[config.mk]
export PLATFORM = sky130hd
export DESIGN_NAME = ascii_bank_packer
export DESIGN_NICKNAME = d
export VERILOG_FILES = /design/src/rtl/day3_pkg.sv /design/src/rtl/bank_row_slot.sv /design/src/rtl/ascii_bank_packer.sv
export SDC_FILE = /design/constraint.sdc
export NUM_CORES = 2
export LEC_CHECK = 0
export ABC_CLOCK_PERIOD_IN_PS = 15800
export BUFFER_PORTS_ARGS = -buffer_cell sky130_fd_sc_hd__clkbuf_2
export CORE_UTILIZATION = 45
export DETAILED_ROUTE_END_ITERATION = 6
export GPL_TIMING_DRIVEN = 0
export HOLD_SLACK_MARGIN = 0.06
export PLACE_DENSITY = 0.78
export SYNTH_ARGS = -nofsm -noshare
export SYNTH_HDL_FRONTEND = slang
export SYNTH_HIERARCHICAL = 1
export SYNTH_SLANG_ARGS = --single-unit
[constraint.sdc]
create_clock -name clk -period 15.8 [get_ports clk]
set_input_delay 3.95 -clock clk [delete_from_list [all_inputs] [get_ports clk]]
set_output_delay 3.95 -clock clk [all_outputs]
set_load 0.1 [all_outputs]
[src/rtl/day3_pkg.sv]
`default_nettype none
// ============================================================================
// day3_pkg
// Shared constants and types for the day-3 joltage pipeline.
// Rev 1.0
// ============================================================================
package day3_pkg;

    localparam int DEF_MAX_DIGITS = 100;
    localparam int DEF_LEN_W      = 7;

    localparam logic [7:0] CH_0  = 8'h30;
    localparam logic [7:0] CH_9  = 8'h39;
    localparam logic [7:0] CH_LF = 8'h0A;
    localparam logic [7:0] CH_CR = 8'h0D;

    typedef enum logic [1:0] {
        COLLECT  = 2'd0,
        WAIT_OUT = 2'd1,
        DONE     = 2'd2
    } state_t;

    typedef logic [3:0] digit_t;

endpackage
`default_nettype wire

[src/rtl/bank_row_slot.sv]
`default_nettype none
// ============================================================================
// bank_row_slot
// Output row register with valid/ready handshake and accepted-row counter.
// Rev 1.0
// ============================================================================
module bank_row_slot #(
    parameter int DATA_W = 400,
    parameter int LEN_W  = 7,
    parameter int LINE_W = 8
) (
    input  logic              clk,
    input  logic              rst,
    input  logic              load,
    input  logic [DATA_W-1:0] load_digits,
    input  logic [LEN_W-1:0]  load_len,
    input  logic              out_ready,
    output logic              slot_free,
    output logic              out_valid,
    output logic [DATA_W-1:0] out_digits,
    output logic [LEN_W-1:0]  out_len,
    output logic [LINE_W-1:0] line_count
);

    logic              r_valid;
    logic [DATA_W-1:0] r_digits;
    logic [LEN_W-1:0]  r_len;
    logic [LINE_W-1:0] r_line_count;
    logic              w_pop;

    assign w_pop     = r_valid && out_ready;
    // A load may coincide with a pop, giving bubble-free back-to-back rows.
    assign slot_free = !r_valid || out_ready;

    always_ff @(posedge clk or posedge rst) begin
        if (rst) begin
            r_valid      <= 1'b0;
            r_digits     <= '0;
            r_len        <= '0;
            r_line_count <= '0;
        end else begin
            if (load) begin
                r_valid  <= 1'b1;
                r_digits <= load_digits;
                r_len    <= load_len;
            end else if (w_pop) begin
                r_valid <= 1'b0;
            end
            if (w_pop) begin
                r_line_count <= r_line_count + LINE_W'(1);
            end
        end
    end

    assign out_valid  = r_valid;
    assign out_digits = r_digits;
    assign out_len    = r_len;
    assign line_count = r_line_count;

endmodule
`default_nettype wire

[src/rtl/ascii_bank_packer.sv]
`default_nettype none
// ============================================================================
// ascii_bank_packer
// Packs ASCII digit lines into BCD bank rows behind a one-row output slot.
// Rev 1.0
// ============================================================================
module ascii_bank_packer
    import day3_pkg::*;
#(
    parameter int MAX_DIGITS = DEF_MAX_DIGITS,
    parameter int LEN_W      = DEF_LEN_W,
    parameter int LINE_W     = 8
) (
    input  logic                    clk,
    input  logic                    rst,
    input  logic                    in_valid,
    output logic                    in_ready,
    input  logic [7:0]              in_data,
    input  logic                    in_last,
    output logic                    out_valid,
    input  logic                    out_ready,
    output logic [MAX_DIGITS*4-1:0] out_digits,
    output logic [LEN_W-1:0]        out_len,
    output logic [LINE_W-1:0]       line_count,
    output logic                    overflow,
    output logic                    bad_char,
    output logic                    done
);

    localparam int               C_ROW_W   = MAX_DIGITS * 4;
    localparam logic [LEN_W-1:0] C_MAX_LEN = LEN_W'(MAX_DIGITS);

    state_t             r_state, w_state_n;
    logic [C_ROW_W-1:0] r_row, w_row_n;
    logic [LEN_W-1:0]   r_count, w_count_n;
    logic               r_last, w_last_n;
    logic               r_overflow, r_bad_char;
    logic               w_accept, w_is_digit, w_is_lf, w_is_cr;
    logic               w_term, w_full, w_load, w_slot_free;
    digit_t             w_digit;

    assign in_ready   = (r_state == COLLECT) && !rst;
    assign w_accept   = in_valid && in_ready;
    assign w_is_digit = (in_data >= CH_0) && (in_data <= CH_9);
    assign w_is_lf    = (in_data == CH_LF);
    assign w_is_cr    = (in_data == CH_CR);
    // ASCII '0'..'9' carry their BCD value in the low nibble.
    assign w_digit    = in_data[3:0];
    assign w_full     = (r_count >= C_MAX_LEN);
    assign w_term     = w_accept && (w_is_lf || in_last);

    always_comb begin
        w_row_n   = r_row;
        w_count_n = r_count;
        w_state_n = r_state;
        w_last_n  = r_last;
        w_load    = 1'b0;

        if (w_accept && w_is_digit && !w_full) begin
            for (int k = 0; k < MAX_DIGITS; k++) begin
                if (r_count == LEN_W'(k)) begin
                    w_row_n[k*4 +: 4] = w_digit;
                end
            end
            w_count_n = r_count + LEN_W'(1);
        end

        // WAIT_OUT with an empty assembly row means only the slot drain is pending.
        case (r_state)
            COLLECT: begin
                if (w_term) begin
                    w_last_n = in_last;
                    if (w_count_n != '0) begin
                        if (w_slot_free) begin
                            w_load    = 1'b1;
                            w_state_n = in_last ? WAIT_OUT : COLLECT;
                        end else begin
                            w_state_n = WAIT_OUT;
                        end
                    end else if (in_last) begin
                        w_state_n = w_slot_free ? DONE : WAIT_OUT;
                    end
                end
            end
            WAIT_OUT: begin
                if (w_slot_free) begin
                    if (r_count != '0) begin
                        w_load    = 1'b1;
                        w_state_n = r_last ? WAIT_OUT : COLLECT;
                    end else begin
                        w_state_n = r_last ? DONE : COLLECT;
                    end
                end
            end
            DONE:    w_state_n = DONE;
            default: w_state_n = COLLECT;
        endcase
    end

    always_ff @(posedge clk or posedge rst) begin
        if (rst) begin
            r_state    <= COLLECT;
            r_row      <= '0;
            r_count    <= '0;
            r_last     <= 1'b0;
            r_overflow <= 1'b0;
            r_bad_char <= 1'b0;
        end else begin
            r_state <= w_state_n;
            r_last  <= w_last_n;
            if (w_load) begin
                r_row   <= '0;
                r_count <= '0;
            end else begin
                r_row   <= w_row_n;
                r_count <= w_count_n;
            end
            if (w_accept && w_is_digit && w_full) begin
                r_overflow <= 1'b1;
            end
            if (w_accept && !w_is_digit && !w_is_lf && !w_is_cr) begin
                r_bad_char <= 1'b1;
            end
        end
    end

    bank_row_slot #(
        .DATA_W (C_ROW_W),
        .LEN_W  (LEN_W),
        .LINE_W (LINE_W)
    ) u_slot (
        .clk         (clk),
        .rst         (rst),
        .load        (w_load),
        .load_digits (w_row_n),
        .load_len    (w_count_n),
        .out_ready   (out_ready),
        .slot_free   (w_slot_free),
        .out_valid   (out_valid),
        .out_digits  (out_digits),
        .out_len     (out_len),
        .line_count  (line_count)
    );

    assign overflow = r_overflow;
    assign bad_char = r_bad_char;
    assign done     = (r_state == DONE);

endmodule
`default_nettype wire

Word-level counts from Yosys, hierarchy flattened
Index checks and enable logic that the tools add are counted.
{ "op_classes": {"n_addsub": 2, "magnitude_cmp": 3, "eq_ne": 106, "mux": 123, "n_reduce_logical": 26} }
{ "op_table": {"columns": ["op", "count"], "rows": [
  ["$mux 400", 2],
  ["$mux 4", 100],
  ["$eq 7x7->1 const B", 36],
  ["$eq 7x6->1 const B", 32],
  ["$eq 7x5->1 const B", 16],
  ["$eq 7x4->1 const B", 8],
  ["$eq 7x3->1 const B", 4],
  ["$eq 8x4->1 const B", 2],
  ["$eq 7x2->1 const B", 2],
  ["$mux 2", 7],
  ["$mux 7", 2],
  ["$reduce_bool 7->1", 2],
  ["$logic_and 1x1->1", 11],
  ["$mux 1", 10],
  ["$add 8x1->8 const B", 1],
  ["$ge 8x6->1 const B", 1],
  ["$le 8x6->1 const B", 1],
  ["$add 7x1->7 const B", 1],
  ["$eq 7x1->1 const B", 1],
  ["$ge 7x7->1 const B", 1],
  ["$logic_not 7->1", 1],
  ["$logic_not 1->1", 6],
  ["$pmux 2 s3", 1],
  ["$ne 2x2->1 const B", 2],
  ["9 further kinds", 10]
]} }
{ "word_totals": {"reg_bits": 828, "out_inout_bits": 420} }

Longest topological paths before layout
{ "logic_depth": {"word_depth": 11, "depth_mapped": 13} }

By module
Netlist, hierarchy kept.
{ "modules_own_cells": {"columns": ["mod", "instances", "cells_each", "area_per_inst_um2", "seq_area_each_um2"], "rows": [
  ["ascii_bank_packer", 1, 2088, 24702.4, 10309.9],
  ["bank_row_slot", 1, 892, 15512.4, 10410.0]
]} }

Worst setup path before layout
Ideal clock, no wire load.
{ "synth_timing": {"kind": "input to output", "startpoint": "in rst", "endpoint": "out in_ready", "arrival_ns": 6.025, "required_ns": 11.850, "setup_slack_ns": 5.825, "path_stages": 1, "n_path_buf": 0, "cell_sequence": "nor3_1"} }
{ "synth_between": {"elab_chain_len": 2} }
{ "synth_lines": {"columns": ["element", "line_no", "source"], "rows": [
  ["start, declared", "ascii_bank_packer.sv:15", "input logic rst,"],
  ["$logic_not 1->1 (no line)", null, null],
  ["$logic_and 1x1->1", "ascii_bank_packer.sv:42", "assign in_ready = (r_state == COLLECT) && !rst;"],
  ["end, declared", "ascii_bank_packer.sv:17", "output logic in_ready,"]
]} }
No other way between the ends.

Worst setup path in the final report
Ends and elaborated chain as after synthesis.

==> impl_metrics.csv <==
group,metric,value,unit
synthesis,syn_inst,2980,
synthesis,synth_top_area_frac,0.515,
routing,dr.first_iter.drc_count,1905,
cts,cts.path.max_buffers,3,
synthesis,postSynthAreaPerCell,13.5,sq um
sta,fin_crit_sh,0.583,
place,portBuffers,432,
run,cap_violations,0,
synthesis,ys_ff_latch,828,
sta,final_max_slew_viol_count,0,
global_route,antenna_found_initial,2,
finish,final_cell_mix,"828 x dfrtp_1, 432 x clkbuf_2, 407 x inv_1",
finish,drive_gt1_frac,0.375,
floorplanning,fp.coreArea,88500,sq um
floorplanning,die_w,301,um
floorplanning,rows,109,
cts,root_buffer,"clkbuf_16",
floorplanning,start_util,0.454,
synthesis,synth_cell_types,58,
sta,max_freq,109,MHz
setup_path,crit_arrival,5.26,ns
synthesis,synthesis.area,40200,sq um
cts,clkLatencyLatePin,0.65,ns
power_and_ir_drop,power.leakage,0.0245,uW
sta,min_period,9.21,ns
routing,ant_nets,0,
cts,cts-buffers-inserted,91,
setup_path,cp_max_fo,4,
sta,finalSetupTns,0,ns
cts,clk_pin_slew_worst_paths,0.06,ns
routing,viasPerCell,5.54,
run_status,status,"finished, violations left",
global_route,grt_pass1_vias,27100,
finish,areaGrowthSynthToFinish,17.2,%
run_status,failed_checks,"design-rule violations",
power_and_ir_drop,power_density,101,nW/um^2
setup_path,worstSetupStartpointType,"input port",
global_route,grt_usage,0.249,
finish,nFillCells,7421,
routing,vias,26300,
finish,num-nets-final,3529,
sta,setup_viol,0,
finish,final_common_cell,"dfrtp_1",
floorplanning,die_h,301,um
setup_path,end_kind,"primary output",
cts,htreeDepth,3,
routing,routed_wl,113000,um
synthesis,ys_top_cells_by_area,"dfrtp_1 52%, a2111oi_2 14%, mux2i_1 10%",
setup_path,worst-setup-path-type,"in -> out",
cts,hold_buffers,0,
synthesis,ys.flop_type,"dfrtp_1",
floorplanning,pin_count,433,
floorplanning,die_area,90600,sq um
global_route,overflow,0,
routing,firstDrtPassIters,7,
cts,cts_tree,"yes",
sta,rsz0062_at_grt,"no",
setup_path,cp.required,11.85,ns
synthesis,yosys_warnings,6,
cts,cts_sinks,828,
global_route,grt_max_degree,128,
place,place_congestion,0.852,
synthesis,ys_seq_area_frac,0.515,
routing,wl_per_cell,23.8,um
global_route,grt_first_pass_wirelength,171000,um
synthesis,synth_edf_count,0,
sta,hold_violations,0,
routing,drc,100,
synthesis,synth_nets,2998,
synthesis,synth_top_cell_by_area,"dfrtp_1",
power_and_ir_drop,ir_worst_vdd,0.0761,mV
finish,final_core_util,0.533,
hold_path,hp-class,"reg -> reg",
cts,post_cts_buffers,0,
sta,worstMarginPinSlew,1.18,ns
sta,finalClockSkew,0.0173,ns
place,dp_hpwl,80400,um
cts,cts_resized,0,
sta,slew_headroom,0.203,
synthesis,postSynth.asyncResetShare,1.00,
-- kinds of logic after synthesis --
kind of cell,share of synthesized area
AO/OA/AOI/OAI,0.162
XOR/XNOR,0.00261
adder cells (fa/ha/maj),0.00156
buffers and inverters,0.0802
flip-flops,0.515
multiplexers,0.214
AND/OR/NAND/NOR,0.0244
-- Yosys cell counts (2+ instances only) --
| cell type | n |
|---|---|
| a2111oi_0 | 11 |
| a2111oi_2 | 363 |
| a2111oi_4 | 27 |
| a211o_1 | 2 |
| a21oi_1 | 3 |
| a31oi_1 | 2 |
| and2_1 | 5 |
| and3_1 | 4 |
| and3b_1 | 4 |
| and4_1 | 3 |
| buf_1 | 47 |
| buf_2 | 81 |
| buf_4 | 2 |
| buf_6 | 66 |
| clkbuf_1 | 93 |
| dfrtp_1 | 828 |
| ha_1 | 5 |
| inv_1 | 409 |
| mux2_1 | 200 |
| mux2_2 | 209 |
| mux2i_1 | 400 |
| nand2_1 | 28 |
| nand2b_1 | 3 |
| nand3_1 | 10 |
| nand4_1 | 9 |
| nand4b_1 | 3 |
| nor2_1 | 97 |
| nor2b_1 | 4 |
| nor3_1 | 10 |
| nor3b_1 | 5 |
| nor4_1 | 4 |
| o21ai_0 | 2 |
| o311a_1 | 3 |
| or2_2 | 3 |
| or3_1 | 2 |
| xnor2_1 | 7 |
| xor2_1 | 5 |
-- layer usage --
layer / track usage / part of all wire
met4: 0.0850 / 0.030
met2: 0.399 / 0.47
met3: 0.0478 / 0.062
met1: 0.338 / 0.43
met5: 0 / 0.00013
-- path summary, 6_finish.rpt --
path	startpoint	end	slack (ns)	cells after the start
setup / recovery	rst	in_ready	6.59	3
hold / removal	bad_char$_DFFE_PP0P_	bad_char$_DFFE_PP0P_	0.47	1
setup reg to reg	r_state[1]$_DFFE_PP0P_	u_slot/out_digits[278]$_DFFE_PP0P_	10.76	10
hold reg to reg	bad_char$_DFFE_PP0P_	bad_char$_DFFE_PP0P_	0.47	1
max in group asynchronous	rst	r_row[123]$_DFF_PP0_	10.68	4
min in group asynchronous	rst	r_row[394]$_DFF_PP0_	3.51	2
-- through the flow --
step / worst slack [ns] / hold WS, ns / instances / total power (uW) / instance area, sq um
after detailed placement: 6.63 / 0.463 / 4583 / 2560 / 44000
after global routing: 6.56 / 0.497 / 4749 / 4890 / 47100
after global placement: -4.87 / 0.456 / 4577 / 2560 / 43800
final: 6.59 / 0.475 / 4751 / 4740 / 47100
after CTS: 6.65 / 0.476 / 4749 / 4780 / 47100
after floorplan: 0.272 / 0.480 / 2980 / 2450 / 40200
-- critical path, stage by stage --
cell,delay [ns]
clkbuf_2,0.23
nor3_1,0.51
clkbuf_2,0.56
-- state kept, by name, summed over array words and instances (netlist names) --
register           cells
r_state                2
r_last                 1
u_slot/out_valid       1
bad_char               1
u_slot/out_digits    400
r_row                400
u_slot/out_len         7
r_count                7
overflow               1
u_slot/line_count      8
-- cell type report --
class	count	area, sq um	share of cell area
plain buffers	289	1690	0.0358
inverters	409	1550	0.0329
well taps	1165	1460	0.0309
flip-flops and latches	828	20700	0.440
repair buffers	438	2330	0.0494
diodes	2	5.00	0.000106
clock buffers	129	2630	0.0558
multi-input cells	1454	16300	0.345
clock inverters	37	492	0.0104
-- where the power goes --
| group | switching (uW) | internal [uW] | total (uW) |
|---|---|---|---|
| logic | 337 | 53.4 | 390 |
| registers | 7.59 | 2130 | 2140 |
| clock network | 891 | 1330 | 2220 |
No activity file was read; power rests on OpenSTA's default activity.
